## config.mk

```make
export PLATFORM = sky130hd
export DESIGN_NAME = adder_tree_sequencer
export DESIGN_NICKNAME = d
export VERILOG_FILES = /design/src/rtl/adder_tree_seq_pkg.sv /design/src/rtl/pipelined_adder_tree.sv /design/src/rtl/adder_tree_sequencer.sv
export SDC_FILE = /design/constraint.sdc
export NUM_CORES = 1
export LEC_CHECK = 0
export ABC_AREA = 0
export CAP_MARGIN = 40
export CELL_PAD_IN_SITES_DETAIL_PLACEMENT = 2
export CELL_PAD_IN_SITES_GLOBAL_PLACEMENT = 2
export CORE_ASPECT_RATIO = 0.6
export CORE_MARGIN = 2
export CORE_UTILIZATION = 33
export DETAILED_ROUTE_END_ITERATION = 10
export PLACE_DENSITY_LB_ADDON = 0.1
export SYNTH_ARGS = -nofsm -noshare
export SYNTH_HDL_FRONTEND = slang
export SYNTH_SLANG_ARGS = --single-unit
```

## constraint.sdc

```tcl
create_clock -name clk -period 2.5 [get_ports clk]
set_input_delay 0.25 -clock clk [delete_from_list [all_inputs] [get_ports clk]]
set_output_delay 0.25 -clock clk [all_outputs]
set_load 0.05 [all_outputs]
```

## src/rtl/adder_tree_seq_pkg.sv

```systemverilog
// Shared types, defaults and elaboration helpers for adder_tree_sequencer.
//   tag_t          : per-stage {valid, last} marker that travels beside tree data
//   is_pow2_ge2()  : true when n is a power of two and at least 2
//   tree_out_w()   : result width of a NUM_INPUTS-wide adder tree
//   acc_fits()     : true when the accumulator can hold one full tree result
package adder_tree_seq_pkg;

  localparam int DEF_NUM_INPUTS = 8;
  localparam int DEF_INPUT_SIZE = 8;
  localparam int DEF_ACC_SIZE   = 32;
  localparam int DEF_BEAT_W     = 16;

  typedef struct packed {
    logic valid;
    logic last;
  } tag_t;

  function automatic bit is_pow2_ge2(input int n);
    return (n >= 2) && ((n & (n - 1)) == 0);
  endfunction

  function automatic int tree_out_w(input int in_w, input int n);
    return in_w + $clog2(n);
  endfunction

  function automatic bit acc_fits(input int acc_w, input int in_w, input int n);
    return acc_w >= tree_out_w(in_w, n);
  endfunction

endpackage

```

## src/rtl/pipelined_adder_tree.sv

```systemverilog
// Pipelined binary adder tree, one register level per tree stage.
//   clk      : clock
//   advance  : when 1 every stage register loads; when 0 all stages hold
//   in_data  : NUM_INPUTS unsigned elements, element 0 in the LSBs
//   out_sum  : sum of the elements presented $clog2(NUM_INPUTS) advances ago
// Data registers are intentionally unreset; the owner tracks validity.
module pipelined_adder_tree #(
  parameter int NUM_INPUTS  = 8,
  parameter int INPUT_SIZE  = 8,
  parameter int OUTPUT_SIZE = INPUT_SIZE + $clog2(NUM_INPUTS)
) (
  input  logic                             clk,
  input  logic                             advance,
  input  logic [NUM_INPUTS*INPUT_SIZE-1:0] in_data,
  output logic [OUTPUT_SIZE-1:0]           out_sum
);

  // Heap layout: node k adds nodes 2k and 2k+1. Indices NUM_INPUTS..2*NUM_INPUTS-1
  // are the (combinational) leaves, 1..NUM_INPUTS-1 are registers, 1 is the root.
  // Nodes NUM_INPUTS/2..NUM_INPUTS-1 form the first stage, node 1 the last.
  logic [OUTPUT_SIZE-1:0] node  [2*NUM_INPUTS-1:1];
  logic [OUTPUT_SIZE-1:0] sum_q [NUM_INPUTS-1:1];
  logic [OUTPUT_SIZE-1:0] sum_d [NUM_INPUTS-1:1];

  always_comb begin
    for (int k = 1; k < NUM_INPUTS; k++) begin
      node[k] = sum_q[k];
    end
    for (int i = 0; i < NUM_INPUTS; i++) begin
      node[NUM_INPUTS+i] = OUTPUT_SIZE'(in_data[i*INPUT_SIZE +: INPUT_SIZE]);
    end
  end

  always_comb begin
    for (int k = 1; k < NUM_INPUTS; k++) begin
      sum_d[k] = advance ? (node[2*k] + node[2*k+1]) : sum_q[k];
    end
  end

  always_ff @(posedge clk) begin
    sum_q <= sum_d;
  end

  assign out_sum = sum_q[1];

endmodule

```

## src/rtl/adder_tree_sequencer.sv

```systemverilog
// Streams long unsigned vectors through one pipelined adder tree, NUM_INPUTS
// elements per beat, accumulates per-beat partial sums and emits one total
// per vector.
//   clk, rstn            : clock, asynchronous active-low reset
//   clear                : synchronous flush of tags, accumulator and result
//   in_valid/in_ready    : beat handshake; in_data packed, in_last marks end
//   out_valid/out_ready  : result handshake; out_sum total, out_beats count
//   busy                 : a beat is in the tree or a partial vector is held
//
// Handshake semantics (both ports): a transfer happens at a posedge where
// valid && ready. out_valid, once raised, holds with stable data until taken.
// in_ready is combinational from out_ready (in_ready = !(out_valid &&
// !out_ready)); integrators must not close a loop through it.
module adder_tree_sequencer
  import adder_tree_seq_pkg::*;
#(
  parameter int NUM_INPUTS = DEF_NUM_INPUTS,
  parameter int INPUT_SIZE = DEF_INPUT_SIZE,
  parameter int ACC_SIZE   = DEF_ACC_SIZE,
  parameter int BEAT_W     = DEF_BEAT_W
) (
  input  logic                             clk,
  input  logic                             rstn,
  input  logic                             clear,
  input  logic                             in_valid,
  output logic                             in_ready,
  input  logic [NUM_INPUTS*INPUT_SIZE-1:0] in_data,
  input  logic                             in_last,
  output logic                             out_valid,
  input  logic                             out_ready,
  output logic [ACC_SIZE-1:0]              out_sum,
  output logic [BEAT_W-1:0]                out_beats,
  output logic                             busy
);

  localparam int NUM_STAGES = $clog2(NUM_INPUTS);
  localparam int TREE_W     = tree_out_w(INPUT_SIZE, NUM_INPUTS);

  if (!is_pow2_ge2(NUM_INPUTS)) begin : g_bad_num_inputs
    $error("adder_tree_sequencer: NUM_INPUTS must be a power of two >= 2");
  end
  if (!acc_fits(ACC_SIZE, INPUT_SIZE, NUM_INPUTS)) begin : g_bad_acc_size
    $error("adder_tree_sequencer: ACC_SIZE must be >= INPUT_SIZE+NUM_STAGES");
  end

  logic              stall;
  logic              advance;
  logic [TREE_W-1:0] tree_sum;
  logic [ACC_SIZE-1:0] tree_ext;
  tag_t              tail;

  tag_t                tag_q [NUM_STAGES];
  tag_t                tag_d [NUM_STAGES];
  logic [ACC_SIZE-1:0] acc_q, acc_d;
  logic [BEAT_W-1:0]   beat_cnt_q, beat_cnt_d;
  logic                out_valid_q, out_valid_d;
  logic [ACC_SIZE-1:0] out_sum_q, out_sum_d;
  logic [BEAT_W-1:0]   out_beats_q, out_beats_d;

  pipelined_adder_tree #(
    .NUM_INPUTS (NUM_INPUTS),
    .INPUT_SIZE (INPUT_SIZE),
    .OUTPUT_SIZE(TREE_W)
  ) u_tree (
    .clk    (clk),
    .advance(advance),
    .in_data(in_data),
    .out_sum(tree_sum)
  );

  // A held result blocks everything upstream so no beat is lost or repeated.
  assign stall    = out_valid_q && !out_ready;
  assign advance  = !stall;
  assign in_ready = advance;
  assign tree_ext = ACC_SIZE'(tree_sum);
  assign tail     = tag_q[NUM_STAGES-1];

  always_comb begin
    tag_d       = tag_q;
    acc_d       = acc_q;
    beat_cnt_d  = beat_cnt_q;
    out_valid_d = out_valid_q;
    out_sum_d   = out_sum_q;
    out_beats_d = out_beats_q;

    if (clear) begin
      for (int s = 0; s < NUM_STAGES; s++) begin
        tag_d[s] = '0;
      end
      acc_d       = '0;
      beat_cnt_d  = '0;
      out_valid_d = 1'b0;
    end else begin
      if (out_valid_q && out_ready) begin
        out_valid_d = 1'b0;
      end
      if (advance) begin
        for (int s = NUM_STAGES - 1; s > 0; s--) begin
          tag_d[s] = tag_q[s-1];
        end
        tag_d[0].valid = in_valid;
        tag_d[0].last  = in_last;
        if (tail.valid) begin
          if (tail.last) begin
            // Overrides the handshake clear above when a result is taken
            // and the next one lands on the same edge.
            out_sum_d   = acc_q + tree_ext;
            out_beats_d = beat_cnt_q + BEAT_W'(1);
            out_valid_d = 1'b1;
            acc_d       = '0;
            beat_cnt_d  = '0;
          end else begin
            acc_d      = acc_q + tree_ext;
            beat_cnt_d = beat_cnt_q + BEAT_W'(1);
          end
        end
      end
    end
  end

  always_ff @(posedge clk or negedge rstn) begin
    if (!rstn) begin
      for (int s = 0; s < NUM_STAGES; s++) begin
        tag_q[s] <= '0;
      end
      acc_q       <= '0;
      beat_cnt_q  <= '0;
      out_valid_q <= 1'b0;
      out_sum_q   <= '0;
      out_beats_q <= '0;
    end else begin
      tag_q       <= tag_d;
      acc_q       <= acc_d;
      beat_cnt_q  <= beat_cnt_d;
      out_valid_q <= out_valid_d;
      out_sum_q   <= out_sum_d;
      out_beats_q <= out_beats_d;
    end
  end

  always_comb begin
    busy = (beat_cnt_q != '0);
    for (int s = 0; s < NUM_STAGES; s++) begin
      busy = busy | tag_q[s].valid;
    end
  end

  assign out_valid = out_valid_q;
  assign out_sum   = out_sum_q;
  assign out_beats = out_beats_q;

endmodule
```

==> results of run 1 <==
final timing paths:
path | slack, ps | endpoint | startpoint | depth (start not counted)
setup / recovery | 80 | acc_q[28] | acc_q[0] | 8
hold / removal | 210 | acc_q[21] | rstn | 2
setup reg to reg | 80 | acc_q[28] | acc_q[0] | 8
hold reg to reg | 480 | out_sum[0] | out_sum[0] | 2
max in group asynchronous | 1590 | acc_q[18] | rstn | 3
min in group clk | 370 | tag_q[4] | in_last | 3
cell type report:
class,count,area (sq um),share of cell area [%]
Multi-Input combinational cell,700,4847,40.05
Clock inverter,3,65.06,0.5375
Tap cell,375,469.2,3.876
Inverter,42,157.7,1.302
Sequential cell,170,4589,37.92
Timing Repair Buffer,143,1469,12.14
Clock buffer,28,506.7,4.186
layout by cell type, fill, tap and decap left out, types with 5 or more instances in the layout:
master,count
o211ai_1,6
clkbuf_1,7
o21ai_1,38
and2_1,7
a21o_1,22
edfxtp_1,67
buf_4,17
or3_1,7
nand3_1,21
fa_1,7
xor2_1,16
clkdlybuf4s50_1,117
a31oi_1,14
a21oi_1,45
a22o_1,12
nor2_1,37
nor3_1,13
o21ai_0,51
nor4_1,5
nand2b_1,7
nand4_1,6
and3_1,12
buf_12,8
o31ai_1,5
nand2_1,142
nor2b_1,10
clkbuf_16,17
xnor2_1,62
ha_1,71
dfrtp_1,103
inv_1,41
power by group:
part,total (mW),switching (mW),internal [mW]
logic,2.92,1.62,1.30
clock network,2.66,1.09,1.57
registers,3.69,0.199,3.49
through the flow:
stage / cells / area [sq um] / total power [mW] / worst slack (ps) / hold WS, ps
2_1_floorplan: 942 / 9659 / 5.696 / 163.8 / -45.59
3_3_place_gp: 1428 / 11470 / 6.528 / 80.44 / 138.2
3_5_place_dp: 1428 / 11470 / 6.631 / -87.98 / 139.4
4_1_cts: 1460 / 12050 / 9.381 / 22.64 / 208.6
5_1_grt: 1461 / 12100 / 9.908 / -83.21 / 224.5
6_report: 1461 / 12100 / 9.268 / 82.67 / 214.0
state kept, by name (all words and copies together) (netlist names):
| register | count |
|---|---|
| acc_q | 32 |
| out_valid | 1 |
| u_tree.node | 56 |
| tag_q | 6 |
| u_tree.out_sum | 11 |
| beat_cnt_q | 16 |
| out_sum | 32 |
| out_beats | 16 |
cell families (layout without fill, tap and decap cells):
family | after synthesis | after routing | share of synthesized area, %
adders and majority gates | 81 | 81 | 11.12
xor gates and xnor gates | 78 | 78 | 7.077
AOI/OAI and AO/OA | 246 | 246 | 16.55
muxes | 6 | 6 | 0.6869
and+or+nand+nor | 289 | 289 | 14.14
DFF | 170 | 170 | 47.54
buffers and inverters | 72 | 216 | 2.878
routing by layer:
metal	vias to the layer above	track usage (%)	share of wire, %
met1	3754	27.93	53
met3	13	3.933	3.1
met2	88	29.15	44
met4	0	3.716	0.64
met5	-	0	0
li1	3645	-	-
critical path, stage by stage, from the launching register on:
cell and delay, ps:
dfrtp_1 370, ha_2 220, fa_2 230, a211oi_2 90, nor2_4 210, o2111ai_4 230
a2111oi_2 570, o21ai_0 180, a21o_1 200
what timing repair did:
item                       in CTS  in global routing
resized for setup               1                 12
setup endpoints to repair       1                 31
buffers inserted                0                  1
cloned                          0                  0
hold endpoints to repair       13                  0
hold buffers                    1                  0
pin swaps                       0                  4
==> results.toml, run 1 <==
[timing]
relSlewSlack_pct = 60.75
fin_skew_ps = 13.62
timing.fmax_mhz = 413.7
period_share_pct = 96.69
final_max_slew_viol_count = 0
tightest_slew_ps = 586.9
hold_viol = 0
setup_viol = 0
rsz0062_at_grt = "true"
period_needed_ps = 2417
setup-tns-final_ps = 0

[floorplanning]
die-area_sq_um = 30680
rows = 48
core_sq_um = 28770
design.portCount = 121
start_util_pct = 33.56
die_h_um = 136.5
chipWidth_um = 224.8

[cells_and_area]
nets = 1225
fillerInstances = 2968
area_growth_syn_to_layout_pct = 25.39
antenna_cells = 0
layout-drive-gt1-share_pct = 7.919
postLayoutCoreUtil_pct = 42.08

[setup_path]
cp_max_fo = 6
cp_data_arrival_time_ps = 2750
start_kind = "flip-flop"
critPathCaptureType = "flip-flop"
cp.required_ps = 2830
crit_type = "reg2reg"

[routing]
route.detailed.drc = 0
antenna_left = 0
drt-pass1-iter-count = 4
via_per_inst = 5.133
wl_um = 27340
drt_iter0_drc = 367
routed-via-count = 7500
wl_per_cell_um = 18.71

[grt]
grt_usage_pct = 19.08
grt_pass1_vias = 8214
antenna_found_initial = 0
grt_pass1_wl_um = 45280
grt_max_degree = 76
grt.overflow.total = 0

[yosys]
synth_cell_type_count = 67
avgSynthCellArea_sq_um = 10.25
synthTopCellsByArea = "dfrtp_1 (27%), edfxtp_1 (21%), ha_1 (9.5%)"
synth-edff-count = 67
syn_nets = 1093
synth_common_cells = "nand2_1 (142), dfrtp_1 (103), ha_1 (73), edfxtp_1 (67), xnor2_1 (62)"
synth-main-ff-cell = "dfrtp_1"
synth_seq_cells = 170
netlist_area_sq_um = 9653
yosys.area.top_type = "dfrtp_1"
synth_top_area_share_pct = 26.70
yosys_warnings = 0
synth_async_sr_flop_share_pct = 60.59
synth_most_common_cell = "nand2_1"
ys_seq_area_share_pct = 47.54
synthCells = 942

[hold_path]
hp-class = "in2async"

[clock_network]
clock_path_buffers = 2
htree_levels = 4
cts_buffers = 17
root_buffer = "clkbuf_16"
clk_latency_ps = 450
cts_tree = "done"
cts.sinks = 170
clk_pin_slew_worst_paths_ps = 70

[power]
irDropWorstVdd_mv = 0.4013
p_leak_nw = 5.071
pwr_density_cell_nw_per_um2 = 765.7

[placed_design]
io_buffers = 120
place.gp.congestion = 0.7745
hpwlAfterDp_um = 20440

[run_status]
outcome = "finished clean"

[job]
cap_violations = 0
(Power assumes the default switching activity.)
==> inputs of run 2 (changes only) <==
--- a/config.mk
+++ b/config.mk
@@ -14,6 +14,7 @@
 export CORE_UTILIZATION = 33
 export DETAILED_ROUTE_END_ITERATION = 10
 export PLACE_DENSITY_LB_ADDON = 0.1
+export SETUP_SLACK_MARGIN = 0.5
 export SYNTH_ARGS = -nofsm -noshare
 export SYNTH_HDL_FRONTEND = slang
 export SYNTH_SLANG_ARGS = --single-unit
==> results.toml, run 2 (synthesized netlist as in run 1, its figures left out) <==
[run_status]
outcome = "finished clean"

[cells_and_area]
area_growth_syn_to_layout_pct = 39.83
antenna_cells = 0
mostFrequentLayoutCells = "nand2_1 (139), clkdlybuf4s50_1 (117), dfrtp_1 (97)"
largest_reg_flops = 56
ff_latch_area_sq_um = 4597
nets = 1284
layout-drive-gt1-share_pct = 22.88
final_common_cell = "nand2_1"
fillerInstances = 2909
multiInputGateArea_sq_um = 5753

[clock_network]
root_buffer = "clkbuf_16"
cts_buffers = 17
cts_tree = "done"
htree_levels = 4
clk_latency_ps = 450
clock_path_buffers = 2
clk_pin_slew_worst_paths_ps = 70
cts.sinks = 170

[floorplanning]
die-area_sq_um = 30680
start_util_pct = 33.56
die_h_um = 136.5
rows = 48
core_sq_um = 28770
design.portCount = 121
chipWidth_um = 224.8

[grt]
grt.overflow.total = 0
antenna_found_initial = 1
grt_usage_pct = 20.10
grt_pass1_vias = 8644
grt_max_degree = 48
grt_pass1_wl_um = 47580

[job]
cap_violations = 0

[routing]
via_per_inst = 5.164
drt-pass1-iter-count = 4
route.detailed.drc = 0
antenna_left = 0
wl_per_cell_um = 20.01
top_layer_used = "met4"
wl_met2_um = 13740
wl_um = 30410
drt_iter0_drc = 445
wl_met1_um = 15270
routed-via-count = 7849
wl_met3_um = 1192

[power]
totalPowerFinal_mw = 10.22
irDropWorstVdd_mv = 0.4126
p_leak_nw = 5.596
pwr_density_cell_nw_per_um2 = 757.5

[setup_path]
crit_type = "reg2reg"
crit_path_frequent_cell = "o2111a_2"
critPathMaxStageDelay_ps = 440
crit_chain = "ha_4, fa_2, a211oi_4, nor2_4, o2111a_2, o2111a_2, nand2b_4, a31oi_4"
cp_data_arrival_time_ps = 2820
start_kind = "flip-flop"
critPathCaptureType = "flip-flop"
cp_max_fo = 4
worst_path_max_delay_cell = "edfxtp_1"
cp.required_ps = 2860

[timing]
final_max_slew_viol_count = 0
relSlewSlack_pct = 54.06
tightest_slew_ps = 689.1
hold_viol = 0
period_share_pct = 98.23
rsz0062_at_grt = "true"
fin_skew_ps = 9.457
timing.fmax_mhz = 407.2
setup_slack_ps = 44.32
period_needed_ps = 2456
setup_viol = 0

[hold_path]
hp-class = "in2reg"

[placed_design]
hpwlAfterDp_um = 20440
io_buffers = 120
place_ws_ps = -74.61
place.gp.congestion = 0.7856
[run 2: worst paths after layout]
check                                  to         startpoint  slack, ps  cells after the start
min                              tag_q[5]           in_valid        360                      3
max                             acc_q[16]  u_tree.out_sum[0]         40                      8
min in group asynchronous      out_sum[5]               rstn        370                      2
min reg2reg                    out_sum[4]         out_sum[4]        470                      2
max reg2reg                     acc_q[16]  u_tree.out_sum[0]         40                      8
max in group asynchronous  beat_cnt_q[11]               rstn       1350                      3
[run 2: final cells by class]
| cell class | instances | share of cell area, % |
|---|---|---|
| Tap cell | 375 | 3.476 |
| Timing Repair Buffer | 202 | 14.71 |
| Multi-Input combinational cell | 700 | 42.62 |
| Clock inverter | 2 | 0.09270 |
| Sequential cell | 170 | 34.06 |
| Inverter | 42 | 1.187 |
| Clock buffer | 29 | 3.856 |
[run 2: report_power, final]
group / internal (mW) / switching [mW] / leakage (nW)
combinational: 1.93 / 2.06 / 3.20
sequential: 3.49 / 0.255 / 2.13
clock: 1.40 / 1.09 / 0.258
[run 2: worst max-delay path, delay by kind of cell, from the launching register on]
kind / cells / cell delay, ps
compound gates: 4 / 1100
fa+ha+maj: 2 / 590
flops: 1 / 440
simple gates: 2 / 240
[run 2: timing repair]
action / in CTS / in global routing
hold buffers: 1 / 0
resized for setup: 111 / 79
pin swaps: 50 / 57
hold endpoints to repair: 43 / 0
setup endpoints to repair: 71 / 85
buffers inserted: 33 / 18
gates cloned: 1 / 0
[run 2: stage by stage]
step	std cells	hold WS (ps)	area, sq um	TNS [ps]	util (%)
global placement	1436	325.6	11570	0	40.23
CTS	1502	338.9	12960	0	45.04
global route	1520	349.9	13500	-23.89	46.92
finish	1520	356.6	13500	0	46.92
floorplan	942	-45.59	9772	0	-
detailed placement	1436	330.8	11570	-110.0	40.23
[run 2: per-layer routing]
metal | up-vias | global-route usage [%]
met5 | - | 0
met4 | 0 | 3.679
li1 | 3769 | -
met2 | 108 | 30.64
met1 | 3956 | 29.31
met3 | 16 | 4.560
